[config.mk]
export PLATFORM = sky130hd
export DESIGN_NAME = uart_rx_word
export DESIGN_NICKNAME = d
export VERILOG_FILES = /design/src/rtl/uart_rx_word.sv
export SDC_FILE = /design/constraint.sdc
export NUM_CORES = 1
export LEC_CHECK = 0
export ABC_AREA = 1
export BUFFER_PORTS_ARGS = -buffer_cell sky130_fd_sc_hd__buf_2
export CORE_ASPECT_RATIO = 0.5
export CORE_MARGIN = 4
export CORE_UTILIZATION = 40
export DETAILED_ROUTE_END_ITERATION = 16
export SYNTH_ARGS = -nofsm -noshare
export SYNTH_HDL_FRONTEND = slang
export SYNTH_SLANG_ARGS = --single-unit
[constraint.sdc]
create_clock -name clk -period 2.8 [get_ports clk]
set_input_delay 0.14 -clock clk [delete_from_list [all_inputs] [get_ports clk]]
set_output_delay 0.14 -clock clk [all_outputs]
set_load 0.03 [all_outputs]
[src/rtl/uart_rx_word.sv]
// uart_rx_word: assembles WORD_BYTES received UART bytes (MSB first, closed by TERM)
// into one word. It checks framing, enforces an inter-byte gap timeout and holds a
// one-deep output buffer with a valid/ready handshake.
module uart_rx_word #(
  parameter int unsigned WORD_BYTES  = 4,
  parameter logic [7:0]  TERM        = 8'h0D,
  parameter int unsigned GAP_TIMEOUT = 100000
) (
  input  logic                    clk,
  input  logic                    rst,
  input  logic [7:0]              i_rx_data,
  input  logic                    i_rx_valid,
  output logic [8*WORD_BYTES-1:0] o_word,
  output logic                    o_word_valid,
  input  logic                    i_word_ready,
  output logic                    o_frame_err,
  output logic                    o_overrun
);

  localparam int unsigned W        = 8 * WORD_BYTES;
  localparam int unsigned CW       = $clog2(WORD_BYTES + 1);
  localparam int unsigned GW       = (GAP_TIMEOUT > 1) ? $clog2(GAP_TIMEOUT) : 1;
  // The counter expires on the cycle that would have taken it to GAP_TIMEOUT, so it
  // never needs to hold GAP_TIMEOUT itself.
  localparam int unsigned GAP_LAST = (GAP_TIMEOUT > 0) ? GAP_TIMEOUT - 1 : 0;

  typedef enum logic [1:0] {
    ST_IDLE,  // no bytes of a frame held
    ST_DATA,  // 1..WORD_BYTES-1 data bytes held
    ST_TERM,  // all data bytes held, terminator expected next
    ST_HUNT   // after a framing error, dropping bytes until a terminator
  } state_t;

  state_t        state;
  logic [CW-1:0] cnt;
  logic [GW-1:0] gap;
  logic [W-1:0]  shreg;

  logic in_frame;
  logic gap_expired;
  logic complete;
  logic handshake;

  assign in_frame    = (state == ST_DATA) || (state == ST_TERM);
  // A strobe in the expiry cycle takes priority, so expiry requires a quiet input.
  assign gap_expired = (GAP_TIMEOUT != 0) && in_frame && !i_rx_valid &&
                       (gap == GW'(GAP_LAST));
  assign complete    = i_rx_valid && (state == ST_TERM) && (i_rx_data == TERM);
  assign handshake   = o_word_valid && i_word_ready;

  // Frame FSM, gap timer, output buffer and registered error/overrun pulses.
  always_ff @(posedge clk or posedge rst) begin
    if (rst) begin
      state        <= ST_IDLE;
      cnt          <= '0;
      gap          <= '0;
      shreg        <= '0;
      o_word       <= '0;
      o_word_valid <= 1'b0;
      o_frame_err  <= 1'b0;
      o_overrun    <= 1'b0;
    end else begin
      // NOTE: non-blocking assignments throughout, so every branch below reads the
      // pre-edge values of state, cnt, gap and o_word_valid.
      o_frame_err <= 1'b0;
      o_overrun   <= 1'b0;

      // The gap timer runs only while a frame is partially received and restarts on
      // every byte.
      if (in_frame && !i_rx_valid && (GAP_TIMEOUT != 0) && !gap_expired) begin
        gap <= gap + 1'b1;
      end else begin
        gap <= '0;
      end

      case (state)
        ST_IDLE: begin
          if (i_rx_valid) begin
            // Data bytes equal to TERM are legal here, because only the byte after
            // the last data byte is checked against TERM.
            shreg <= (shreg << 8) | W'(i_rx_data);
            cnt   <= CW'(1);
            state <= (WORD_BYTES == 1) ? ST_TERM : ST_DATA;
          end
        end

        ST_DATA: begin
          if (i_rx_valid) begin
            shreg <= (shreg << 8) | W'(i_rx_data);
            cnt   <= cnt + 1'b1;
            if ((cnt + 1'b1) == CW'(WORD_BYTES)) begin
              state <= ST_TERM;
            end
          end else if (gap_expired) begin
            o_frame_err <= 1'b1;
            cnt         <= '0;
            state       <= ST_IDLE;
          end
        end

        ST_TERM: begin
          if (i_rx_valid) begin
            cnt <= '0;
            if (i_rx_data == TERM) begin
              state <= ST_IDLE;
            end else begin
              o_frame_err <= 1'b1;
              state       <= ST_HUNT;
            end
          end else if (gap_expired) begin
            o_frame_err <= 1'b1;
            cnt         <= '0;
            state       <= ST_IDLE;
          end
        end

        ST_HUNT: begin
          if (i_rx_valid && (i_rx_data == TERM)) begin
            state <= ST_IDLE;
          end
        end

        default: state <= ST_IDLE;
      endcase

      // One-deep buffer. A completion that coincides with the consumer taking the
      // held word reloads it. Otherwise a completion while full is dropped.
      if (complete) begin
        if (!o_word_valid || i_word_ready) begin
          o_word       <= shreg;
          o_word_valid <= 1'b1;
        end else begin
          o_overrun <= 1'b1;
        end
      end else if (handshake) begin
        o_word_valid <= 1'b0;
      end
    end
  end

endmodule

# Word level (Yosys, flattened, before mapping)
# Cells that the tools add are included.
# Widths: inputs -> output; s select.
# classes
n_lt_le_gt_ge	0
n_reduce_logical	21
n_div	0
muxes	24
n_mul	0
n_eq_ne	10
add_sub_neg	2
shift	0
bitwise_logic	1
# op_table
cell	count
$or 32x8->32	1
$add 17x1->17 const B	1
$eq 17x17->1 const B	1
$mux 17	1
$mux 2	7
$mux 3	4
$mux 1	9
$pmux 3 s3	1
$eq 8x4->1 const B	1
$pmux 2 s4	1
$reduce_and 2->1	4
$logic_and 1x1->1	7
$eq 2x2->1 const B	2
$ne 2x2->1 const B	2
$add 3x1->3 const B	1
$eq 3x3->1 const B	1
$logic_not 1->1	3
$ne 3x2->1 const B	1
$reduce_and 3->1	1
$reduce_bool 3->1	1
$eq 2x1->1 const B	1
$logic_not 2->1	1
$logic_or 1x1->1	2
$ne 2x1->1 const B	1
other kinds (3)	3
# totals
ram_bits	0
mem_bits_ro	0
memories	0
latch_bits	0
elab_cells	66
reg_bits	89
input_bits	12
out_inout_bits	35

# Logic depth before layout (Yosys ltp)
# Gate-level depths: netlist (run 1).
# depth
word_depth	7
ltp_mapped	9
mapped_depth_nobuf	9

# Worst setup path after synthesis (run 1)
# No wires, ideal clock.
# synth_path
path_type	register to register
from	reg gap[0]
to	reg gap[11]
path_buffers	1
path_slack_ns	1.262
arrival_time_ns	1.419
stages_incl_launch_ff	10
t_required_ns	2.682
setup_time_ns	0.118
synth_period_minus_slack_ns	1.538
cell_sequence	dfrtp_1 -> ha_1 -> nand2_1 -> nor2_2 -> inv_1 -> nor3b_1 -> nand2_1 -> nand2_2 -> buf_6 -> nor2_1
# synth_via
elab_chain_len	5
word_cells_on_any_way	6
classes_between	add/sub: 1; eq/ne: 1; mux: 1; reduce/logical: 3
# synth_rtl
element	line_no	rtl
from (decl)	36	logic [GW-1:0] gap;
from (signal assigned)	71	gap <= gap + 1'b1;
branches (longest 4 deep; another with $add 17x1->17)	-	
$mux 17 *	70	if (in_frame && !i_rx_valid && (GAP_TIMEOUT != 0) && !gap_expired) begin
# Every way passes the cells marked *.
# A chain may end at the register's enable or synchronous reset.

# Final worst setup path (run 1)
# layout_path
from	reg state[0]
to	reg o_word[7]
# layout_via
elab_chain_len	4
# layout_rtl
element	line_no	rtl
from (decl)	34	state_t state;
from (signal assigned)	83	state <= (WORD_BYTES == 1) ? ST_TERM : ST_DATA;
$eq 2x2->1	48	assign complete = i_rx_valid && (state == ST_TERM) && (i_rx_data == TERM);
$logic_and 1x1->1 (2 in a row)	48	
$reduce_and 2->1 (no source line)	-	
to (signal assigned)	130	o_word <= shreg;
to (decl)	13	output logic [8*WORD_BYTES-1:0] o_word,
# Every way passes these cells.

==> flow_metrics.py, run 1 <==
metrics = {
    "cts": {
        "h-tree-depth": 3,
        "numCtsBuffers": 9,
        "clkSinkCount": 89,
        "insertion_delay_ns": 0.34,
        "cts_buffer_depth": 2,
        "clock-root-buffer": "clkbuf_16",
        "cts_tree": "built",
        "clk_pin_slew_worst_paths_ns": 0.06,
    },
    "pwr": {
        "irDropWorstVdd_v": 0.0003487,
        "total_power_mw": 3.582,
        "p_per_area_mw_per_mm2": 780.0,
        "leakage_nw": 2.298,
    },
    "final_layout": {
        "antenna_cells": 0,
        "drive_gt1_share_pct": 19.68,
        "syn2layout_area_growth_pct": 15.99,
        "n_fill_cell": 931,
        "fin_cells": 633,
        "final_nets": 512,
    },
    "global_routing": {
        "grt_usage_pct": 14.11,
        "antenna_found_initial": 0,
        "first_global_vias": 2806,
        "grtUsageMet1_pct": 18.63,
        "top_usage_layer": "met2",
        "grt_pass1_wl_um": 13380,
        "gr-total-overflow": 0,
        "grt_max_degree": 57,
        "use_met3_pct": 4.729,
        "grtUsageMet2_pct": 22.63,
    },
    "logic_synthesis": {
        "yosys.cell_types.count": 23,
        "post_synth_instance_area_mm2": 0.003959,
        "yosysWarnings": 0,
        "syn_inst": 444,
        "synth_area_per_cell_um2": 8.916,
        "synth.area.top_cells": "dfrtp_1 (56%), nand2_1 (11%), inv_1 (6.0%)",
        "synth_top_area_share_pct": 56.26,
        "synthesis.nets": 463,
        "synth_seq_area_share_pct": 56.26,
        "synth_area_leader_cell": "dfrtp_1",
        "ys_seq_elements": 89,
    },
    "drt": {
        "drtPass1Iterations": 4,
        "vias": 2863,
        "route.detailed.drc": 0,
        "postRouteAntennaNets": 0,
        "via_per_inst": 4.523,
        "routed_wl_um": 7418,
        "drt_iter0_markers": 182,
        "wl_per_cell_um": 11.72,
    },
    "timing": {
        "max_freq_ghz": 0.5023,
        "hold_violations": 0,
        "fin_crit_sh_pct": 71.10,
        "post-route-min-period_ns": 1.991,
        "final-max-slew-violation-count": 0,
        "finalSetupTns_ns": 0,
        "fin_skew_ns": 0.004397,
        "setup_ws_ns": 0.8091,
        "tightest_slew_ns": 0.6545,
        "setup_viol_count_final": 0,
        "holdWs_ns": 0.02572,
        "grt_setup_unrepaired": "no",
        "slew_headroom_pct": 56.21,
    },
    "worst_setup_path": {
        "path_class": "register to register",
        "reg2reg_to": "o_word[7]",
        "r2r_start": "state[0]",
        "arrival_ns": 2.25,
        "worstRegToRegCells": 8,
        "cp_max_fo": 30,
        "end_kind": "register",
        "start_kind": "register",
        "worstPathRequired_ns": 3.06,
        "reg2reg_slack_ns": 0.81,
    },
    "outcome": {
        "status": "complete, no violations",
    },
    "die": {
        "ios": 47,
        "die_area_mm2": 0.01165,
        "rows": 25,
        "initial_core_util_pct": 41.50,
        "dieWidth_um": 148.7,
        "die_h_um": 78.35,
        "fp.coreArea_mm2": 0.009540,
    },
    "worst_hold_path": {
        "hp-start": "i_rx_data[2]",
        "hold_end": "shreg[2]",
        "whs_path_depth": 3,
        "hp-class": "input pin to register",
    },
    "place": {
        "dpl_worst_slack_ns": 0.8199,
        "hpwlAfterDp_um": 5165,
        "port_buffers": 46,
        "dp_cells": 616,
        "place.gp.congestion": 0.8730,
    },
    "flow_run": {
        "maxCapViolCount": 0,
    },
}
[synthesized netlist by cell type]
cell type and instances:
nor3_2 1, nand3b_1 1, nand4_1 4, nor3b_1 1, buf_6 7, nor3_1 13, nand2_2 1, nor2_1 41
a21oi_1 5, o21ai_1 9, nor2_2 2, ha_1 7, inv_1 63, xor2_1 7, or2_1 1, o21ai_2 23
clkbuf_1 7, nand3_2 1, nand2_1 111, inv_2 1, nand3_1 14, o21ai_0 35, dfrtp_1 89
[through the flow]
stage	util, %	instance area [um2]
after floorplan	-	3959
after global placement	45.17	4309
after detailed placement	45.17	4309
after CTS	48.13	4592
after global routing	48.13	4592
final	48.13	4592
[metal layers]
metal | part of all wire, % | wire length, um
met2 | 46 | 3437
met5 | 0 | 0
met1 | 49 | 3660
met3 | 3.4 | 255
met4 | 0.88 | 65
[cells in the final DEF (no fill, tap or decap), drive strengths merged]
cell and n:
buf 51, clkinv 5, nor2 43, nand3b 1, dlygate4sd3 1, nand4 4
or2 1, nand2 112, xor2 7, dfrtp 89, inv 64, a21oi 5
nor3 14, ha 7, nand3 15, clkinvlp 1, nor3b 1, clkbuf 10
o21ai 67
[power by group]
group          switching [mW]  total (mW)  internal (mW)
Sequential              0.119        1.66           1.54
Combinational           0.573       0.820          0.246
Clock                   0.503        1.11          0.604
[layout make-up]
class | count | area (um2) | share of cell area [%]
clock buffers | 10 | 229.0 | 4.986
multi-input cells | 277 | 1391 | 30.30
clock inverters | 6 | 43.79 | 0.9537
flip-flops and latches | 89 | 2227 | 48.50
repair buffers | 52 | 290.3 | 6.322
inverters | 64 | 241.5 | 5.259
well taps | 135 | 168.9 | 3.678
[worst max-delay path: stages (launching register included)]
cell and delay, ns:
dfrtp_1 0.40, inv_1 0.08, ha_1 0.24, inv_1 0.11, nor2_2 0.05, nand2_2 0.48, buf_4 0.39, nand2_1 0.10
o21ai_2 0.06
[worst max-delay path by stage]
stage	slack, ns	startpoint	cells past startpoint	end
6_report	0.81	state[0]	8	o_word[7]
5_1_grt	0.60	state[0]	8	o_word[16]
4_1_cts	0.81	state[0]	8	o_word[7]
3_5_place_dp	0.82	state[0]	8	o_word[7]
3_3_place_gp	0.84	i_rx_data[4]	8	o_word[7]
2_1_floorplan	0.35	rst	1	cnt[0]
[state kept, by name, indices dropped and copies added (netlist names)]
| signal | flops |
|---|---|
| gap | 17 |
| o_word_valid | 1 |
| o_overrun | 1 |
| o_frame_err | 1 |
| state | 2 |
| cnt | 3 |
| shreg | 32 |
| o_word | 32 |
[logic make-up after synthesis]
logic type | count (synthesis) | synth area share [%]
simple gates | 191 | 19.98
fa+ha+maj | 7 | 2.212
flops | 89 | 56.26
compound gates | 72 | 11.28
xor+xnor | 7 | 1.549
buf+inv | 78 | 8.723
[what timing repair did]
item                      4_1_cts  5_1_grt
gates resized for setup         0        0
hold buffers                    1        0
hold endpoints to repair       33        0
setup buffers                   0        0
(Power assumes the default switching activity.)
==> run 2, diff against run 1 <==
--- a/config.mk
+++ b/config.mk
@@ -5,7 +5,7 @@
 export SDC_FILE = /design/constraint.sdc
 export NUM_CORES = 1
 export LEC_CHECK = 0
-export ABC_AREA = 1
+export ABC_AREA = 0
 export BUFFER_PORTS_ARGS = -buffer_cell sky130_fd_sc_hd__buf_2
 export CORE_ASPECT_RATIO = 0.5
 export CORE_MARGIN = 4
==> constraint.sdc (replaced) <==
create_clock -name clk -period 1.65 [get_ports clk]
set_input_delay 0.0825 -clock clk [delete_from_list [all_inputs] [get_ports clk]]
set_output_delay 0.0825 -clock clk [all_outputs]
set_load 0.03 [all_outputs]
==> flow_metrics.py, run 2 <==
metrics = {
    "worst_setup_path": {
        "start_kind": "register",
        "cp_cell_sequence": "ha_2 > or4bb_1 > o31ai_2 > a21oi_1 > o32a_1",
        "arrival_ns": 1.99,
        "critPathSlowestCell": "or4bb_1",
        "path_class": "register to register",
        "cp_slowest_stage_delay_ns": 0.50,
        "worstPathRequired_ns": 1.87,
        "end_kind": "register",
        "cp_max_fo": 2,
    },
    "timing": {
        "slew_headroom_pct": 73.67,
        "holdWs_ns": 0.003928,
        "setup_viol_count_final": 33,
        "max_freq_ghz": 0.5657,
        "fin_crit_sh_pct": 107.1,
        "fin_skew_ns": 0.005296,
        "post-route-min-period_ns": 1.768,
        "final-max-slew-violation-count": 0,
        "setup_ws_ns": -0.1179,
        "tightest_slew_ns": 0.3916,
        "hold_violations": 0,
        "grt_setup_unrepaired": "yes",
        "finalSetupTns_ns": -1.688,
    },
    "place": {
        "place.gp.congestion": 0.8273,
        "hpwlAfterDp_um": 5210,
        "port_buffers": 46,
    },
    "logic_synthesis": {
        "ys_seq_elements": 89,
        "async_flop_share_pct": 100.0,
        "synth_edf_count": 0,
        "synth_area_leader_cell": "dfrtp_1",
        "synth_area_per_cell_um2": 13.94,
        "post_synth_instance_area_mm2": 0.003959,
        "synth.area.top_cells": "dfrtp_1 (56%), mux2_4 (11%), mux2_2 (9.7%)",
        "yosysMostFrequentCell": "dfrtp_1",
        "synth_seq_area_share_pct": 56.26,
        "yosys-top-cells-count": "dfrtp_1 (89), mux2_2 (34), mux2_4 (30)",
        "synth_top_area_share_pct": 56.26,
        "syn_inst": 284,
        "yosysWarnings": 0,
        "synthesis.nets": 303,
        "yosys.cell_types.count": 44,
        "synthFlopType": "dfrtp_1",
    },
    "pwr": {
        "p_per_area_mw_per_mm2": 1415,
        "swShare_pct": 29.84,
        "leakage_nw": 2.430,
        "power.internal_mw": 5.076,
        "pwr-share-comb_pct": 29.6,
        "pwr-share-seq_pct": 42.1,
        "power_frac_clock_pct": 28.4,
        "irDropWorstVdd_v": 0.0006061,
        "total_power_mw": 7.235,
        "power_switching_mw": 2.159,
    },
    "final_layout": {
        "final_nets": 387,
        "multi_input_area_mm2": 0.001660,
        "drive_gt1_share_pct": 50.67,
        "layout_common_cells": "dfrtp_1 (88), buf_2 (46), mux2_2 (34), mux2_4 (30), buf_4 (27)",
        "final_common_cell": "dfrtp_1",
        "largestRegisters": "o_word (32), shreg (32), gap (17)",
        "fin_util_pct": 53.60,
        "n_fill_cell": 806,
        "antenna_cells": 0,
        "syn2layout_area_growth_pct": 29.17,
        "seq_area_mm2": 0.002228,
    },
    "global_routing": {
        "gr-total-overflow": 0,
        "antenna_found_initial": 0,
        "grt_max_degree": 63,
        "first_global_vias": 2691,
        "grt_usage_pct": 14.48,
        "grt_pass1_wl_um": 13460,
    },
    "die": {
        "dieWidth_um": 148.7,
        "die_area_mm2": 0.01165,
        "ios": 47,
        "die_h_um": 78.35,
        "initial_core_util_pct": 41.50,
        "fp.coreArea_mm2": 0.009540,
        "rows": 25,
    },
    "cts": {
        "cts_tree": "built",
        "clk_pin_slew_worst_paths_ns": 0.06,
        "clock-root-buffer": "clkbuf_16",
        "h-tree-depth": 3,
        "numCtsBuffers": 9,
        "insertion_delay_ns": 0.33,
        "cts_buffer_depth": 2,
        "clkSinkCount": 89,
    },
    "outcome": {
        "violations": "setup timing",
        "status": "complete, but fails checks",
    },
    "drt": {
        "via_per_inst": 4.919,
        "vias": 2499,
        "drt_iter0_markers": 150,
        "drtPass1Iterations": 4,
        "route.detailed.drc": 0,
        "routed_wl_um": 8243,
        "wl_per_cell_um": 16.23,
        "postRouteAntennaNets": 0,
    },
    "flow_run": {
        "maxCapViolCount": 0,
    },
    "worst_hold_path": {
        "hp-class": "input pin to register",
    },
}
[run 2: cell count changes after synthesis, sizes merged, moves of 9 or more]
cell,previous run,this run
inv,64,11
mux2,0,64
nand2,112,7
nand3,15,6
nor2,43,16
nor3,14,1
o21ai,67,3
[run 2: final cells by class]
cell class                      count  area share [%]
Multi-Input combinational cell    170           32.47
Clock buffer                        9           4.404
Sequential cell                    89           43.58
Clock inverter                      7           1.493
Timing Repair Buffer               87           13.82
Tap cell                          135           3.303
Inverter                           11          0.9298
[run 2: final timing paths]
path | start | end | slack [ns] | cells after the start
hold reg to reg | shreg[27] | o_word[27] | 0.50 | 1
max in group asynchronous | rst | shreg[14] | 0.77 | 4
setup / recovery | state[0] | state[1] | -0.12 | 5
min in group asynchronous | rst | gap[4] | 0.28 | 3
hold / removal | i_rx_data[6] | shreg[6] | 0.004 | 2
setup reg to reg | state[0] | state[1] | -0.12 | 5
[run 2: cells by family after synthesis]
logic type | Yosys count | synth area share, %
AND/OR/NAND/NOR | 61 | 9.166
XOR/XNOR | 13 | 2.876
adder cells (fa/ha/maj) | 7 | 2.212
buffers and inverters | 25 | 3.951
AO/OA/AOI/OAI | 25 | 4.488
flip-flops | 89 | 56.26
multiplexers | 64 | 21.05
[run 2: metal layers]
layer	up-vias	share of wire [%]	GRT usage (%)
met5	-	0	0
met4	0	1.1	3.779
met3	9	2.5	3.345
met2	33	54	26.08
met1	1278	43	17.63
li1	1179	-	-
[run 2: stage by stage]
stage	setup WS [ns]	instance area (um2)	instances
after global placement	-0.1783	4531	481
after detailed placement	-0.2016	4531	481
final	-0.1179	5114	508
after floorplan	-0.2109	4011	284
after CTS	-0.1253	4945	502
after global routing	-0.1994	5114	508
[run 2: worst max-delay path: cells and delay by family (launching register included)]
family	cells	cell delay, ns
AO/OA/AOI/OAI	3	0.57
AND/OR/NAND/NOR	1	0.50
flip-flops	1	0.39
adder cells (fa/ha/maj)	1	0.19
[run 2: repair_timing]
action,in CTS,in global routing
pin swaps,1,1
resized for setup,10,12
cloned,2,5
endpoints found under the hold margin,15,0
buffers inserted,0,1
hold buffers,3,0
setup endpoints to repair,27,78
[run 2: power by group through the flow]
stage / logic, mW / registers (mW) / clock network (mW)
floorplan: 1.35 / 3.02 / 0
global placement: 1.76 / 3.04 / 0
detailed placement: 1.83 / 3.08 / 0
CTS: 1.97 / 3.04 / 2.12
global route: 2.35 / 3.12 / 2.23
finish: 2.14 / 3.04 / 2.05
==> run 3, diff against run 2 <==
--- a/config.mk
+++ b/config.mk
@@ -9,8 +9,9 @@
 export BUFFER_PORTS_ARGS = -buffer_cell sky130_fd_sc_hd__buf_2
 export CORE_ASPECT_RATIO = 0.5
 export CORE_MARGIN = 4
-export CORE_UTILIZATION = 40
+export CORE_UTILIZATION = 52
 export DETAILED_ROUTE_END_ITERATION = 16
+export PLACE_DENSITY = 0.81
 export SYNTH_ARGS = -nofsm -noshare
 export SYNTH_HDL_FRONTEND = slang
 export SYNTH_SLANG_ARGS = --single-unit
==> flow_metrics.py, run 3 (synthesized netlist as in run 2, its figures left out) <==
metrics = {
    "die": {
        "die_h_um": 69.70,
        "fp.coreArea_mm2": 0.007350,
        "initial_core_util_pct": 53.86,
        "ios": 47,
        "dieWidth_um": 131.4,
        "rows": 22,
        "die_area_mm2": 0.009158,
    },
    "flow_run": {
        "maxCapViolCount": 0,
    },
    "global_routing": {
        "antenna_found_initial": 0,
        "gr-total-overflow": 0,
        "first_global_vias": 2692,
        "grt_pass1_wl_um": 14100,
        "grt_max_degree": 77,
        "grt_usage_pct": 19.59,
    },
    "pwr": {
        "power_frac_clock_pct": 29.2,
        "pwr-share-comb_pct": 32.9,
        "power_switching_mw": 2.519,
        "swShare_pct": 30.33,
        "leakage_nw": 2.558,
        "pwr-share-seq_pct": 37.9,
        "power.internal_mw": 5.785,
        "p_per_area_mw_per_mm2": 1590,
        "irDropWorstVdd_v": 0.0007616,
    },
    "drt": {
        "drt_iter0_markers": 142,
        "routed_wl_um": 9737,
        "route.detailed.drc": 0,
        "wl_per_cell_um": 20.85,
        "via_per_inst": 5.617,
        "postRouteAntennaNets": 0,
        "drtPass1Iterations": 4,
        "vias": 2623,
    },
    "timing": {
        "finalSetupTns_ns": -4.673,
        "post-route-min-period_ns": 1.820,
        "grt_setup_unrepaired": "yes",
        "max_freq_ghz": 0.5494,
        "slew_headroom_pct": 74.16,
        "final-max-slew-violation-count": 0,
        "fin_skew_ns": 0.01082,
        "tightest_slew_ns": 0.3877,
        "hold_violations": 0,
        "setup_ws_ns": -0.1701,
        "fin_crit_sh_pct": 110.3,
        "setup_viol_count_final": 62,
    },
    "worst_setup_path": {
        "worstPathRequired_ns": 1.88,
        "cp_max_fo": 2,
        "start_kind": "register",
        "arrival_ns": 2.05,
        "path_class": "register to register",
        "end_kind": "register",
        "reg2reg_slack_ns": -0.17,
    },
    "final_layout": {
        "finalInstanceArea_mm2": 0.005224,
        "fin_cells": 467,
        "final_nets": 385,
        "drive_gt1_share_pct": 49.87,
        "layout_common_cells": "dfrtp_1 (88), mux2_4 (56), buf_2 (46), buf_4 (19), nor2_1 (16)",
        "fin_util_pct": 71.08,
        "syn2layout_area_growth_pct": 31.95,
        "final_common_cell": "dfrtp_1",
        "n_fill_cell": 444,
        "largestRegisters": "o_word (32), shreg (32), gap (17)",
        "antenna_cells": 0,
    },
    "outcome": {
        "violations": "setup timing",
        "status": "complete, but fails checks",
    },
    "cts": {
        "clkSinkCount": 89,
        "numCtsBuffers": 9,
        "h-tree-depth": 3,
        "cts_buffer_depth": 2,
        "insertion_delay_ns": 0.35,
        "cts_tree": "built",
        "clock-root-buffer": "clkbuf_16",
        "clk_pin_slew_worst_paths_ns": 0.06,
    },
    "place": {
        "dp_cells": 435,
        "place.gp.congestion": 0.8391,
        "port_buffers": 46,
        "hpwlAfterDp_um": 4949,
        "placed_cell_area_mm2": 0.004449,
    },
    "worst_hold_path": {
        "hp-class": "input pin to register",
    },
}
## run 3: cell count changes in the layout (fill, tap and decap cells not counted), sizes merged
cell,change
bufinv,+2
clkbuf,-4
clkinv,-1
clkinvlp,-1
dlygate4sd3,+2
## run 3: cell type report
class / count / area [um2] / area share [%]
sequential: 89 / 2228 / 42.66
multi-input combinational: 170 / 1768 / 33.84
timing repair buffer: 85 / 708.2 / 13.56
clock buffer: 9 / 225.2 / 4.311
clock inverter: 7 / 123.9 / 2.371
tap: 96 / 120.1 / 2.299
inverter: 11 / 50.05 / 0.9581
## run 3: power by group through the flow
stage | clock, mW | combinational [mW] | sequential [mW]
2_1_floorplan | 0 | 1.35 | 3.02
3_3_place_gp | 0 | 1.78 | 3.03
3_5_place_dp | 0 | 1.86 | 3.08
4_1_cts | 2.42 | 2.31 | 3.07
5_1_grt | 2.54 | 2.91 | 3.21
6_report | 2.43 | 2.73 | 3.15
## run 3: final timing paths
check / end / start / depth (start not counted)
worst max register to register: state[1] / state[0] / 5
worst min-delay path: shreg[0] / i_rx_data[0] / 2
min in group asynchronous: gap[3] / rst / 3
worst min register to register: o_word[19] / o_word[19] / 1
max in group asynchronous: o_word[29] / rst / 4
worst max-delay path: state[1] / state[0] / 5
## run 3: what timing repair did
item | in CTS | in global routing
pin swaps | 2 | 3
setup buffers | 2 | 7
gates resized for setup | 32 | 24
hold buffers | 5 | 0
setup endpoints to repair | 68 | 67
cloned | 4 | 1
hold endpoints to repair | 17 | 0
## run 3: worst max-delay path: stages, from the launching register on
cell and delay [ns]:
dfrtp_1 0.41, ha_2 0.21, or4bb_1 0.50, o31ai_2 0.24, a21oi_1 0.07, o32a_1 0.29
## run 3: stage by stage
step	setup WS [ns]	total power [mW]	hold slack, ns
5_1_grt	-0.2025	8.658	0.01966
3_5_place_dp	-0.1962	4.933	0.08346
4_1_cts	-0.1440	7.806	0.006736
6_report	-0.1701	8.304	0.01665
3_3_place_gp	-0.1673	4.803	0.06456
2_1_floorplan	-0.2109	4.374	0.2330
## run 3: layer usage
layer	up-vias	wire [um]	track usage, %
met2	79	5076	34.29
met4	0	240	7.916
met3	22	456	6.014
met1	1347	3963	22.74
li1	1175	-	-
met5	-	0	0
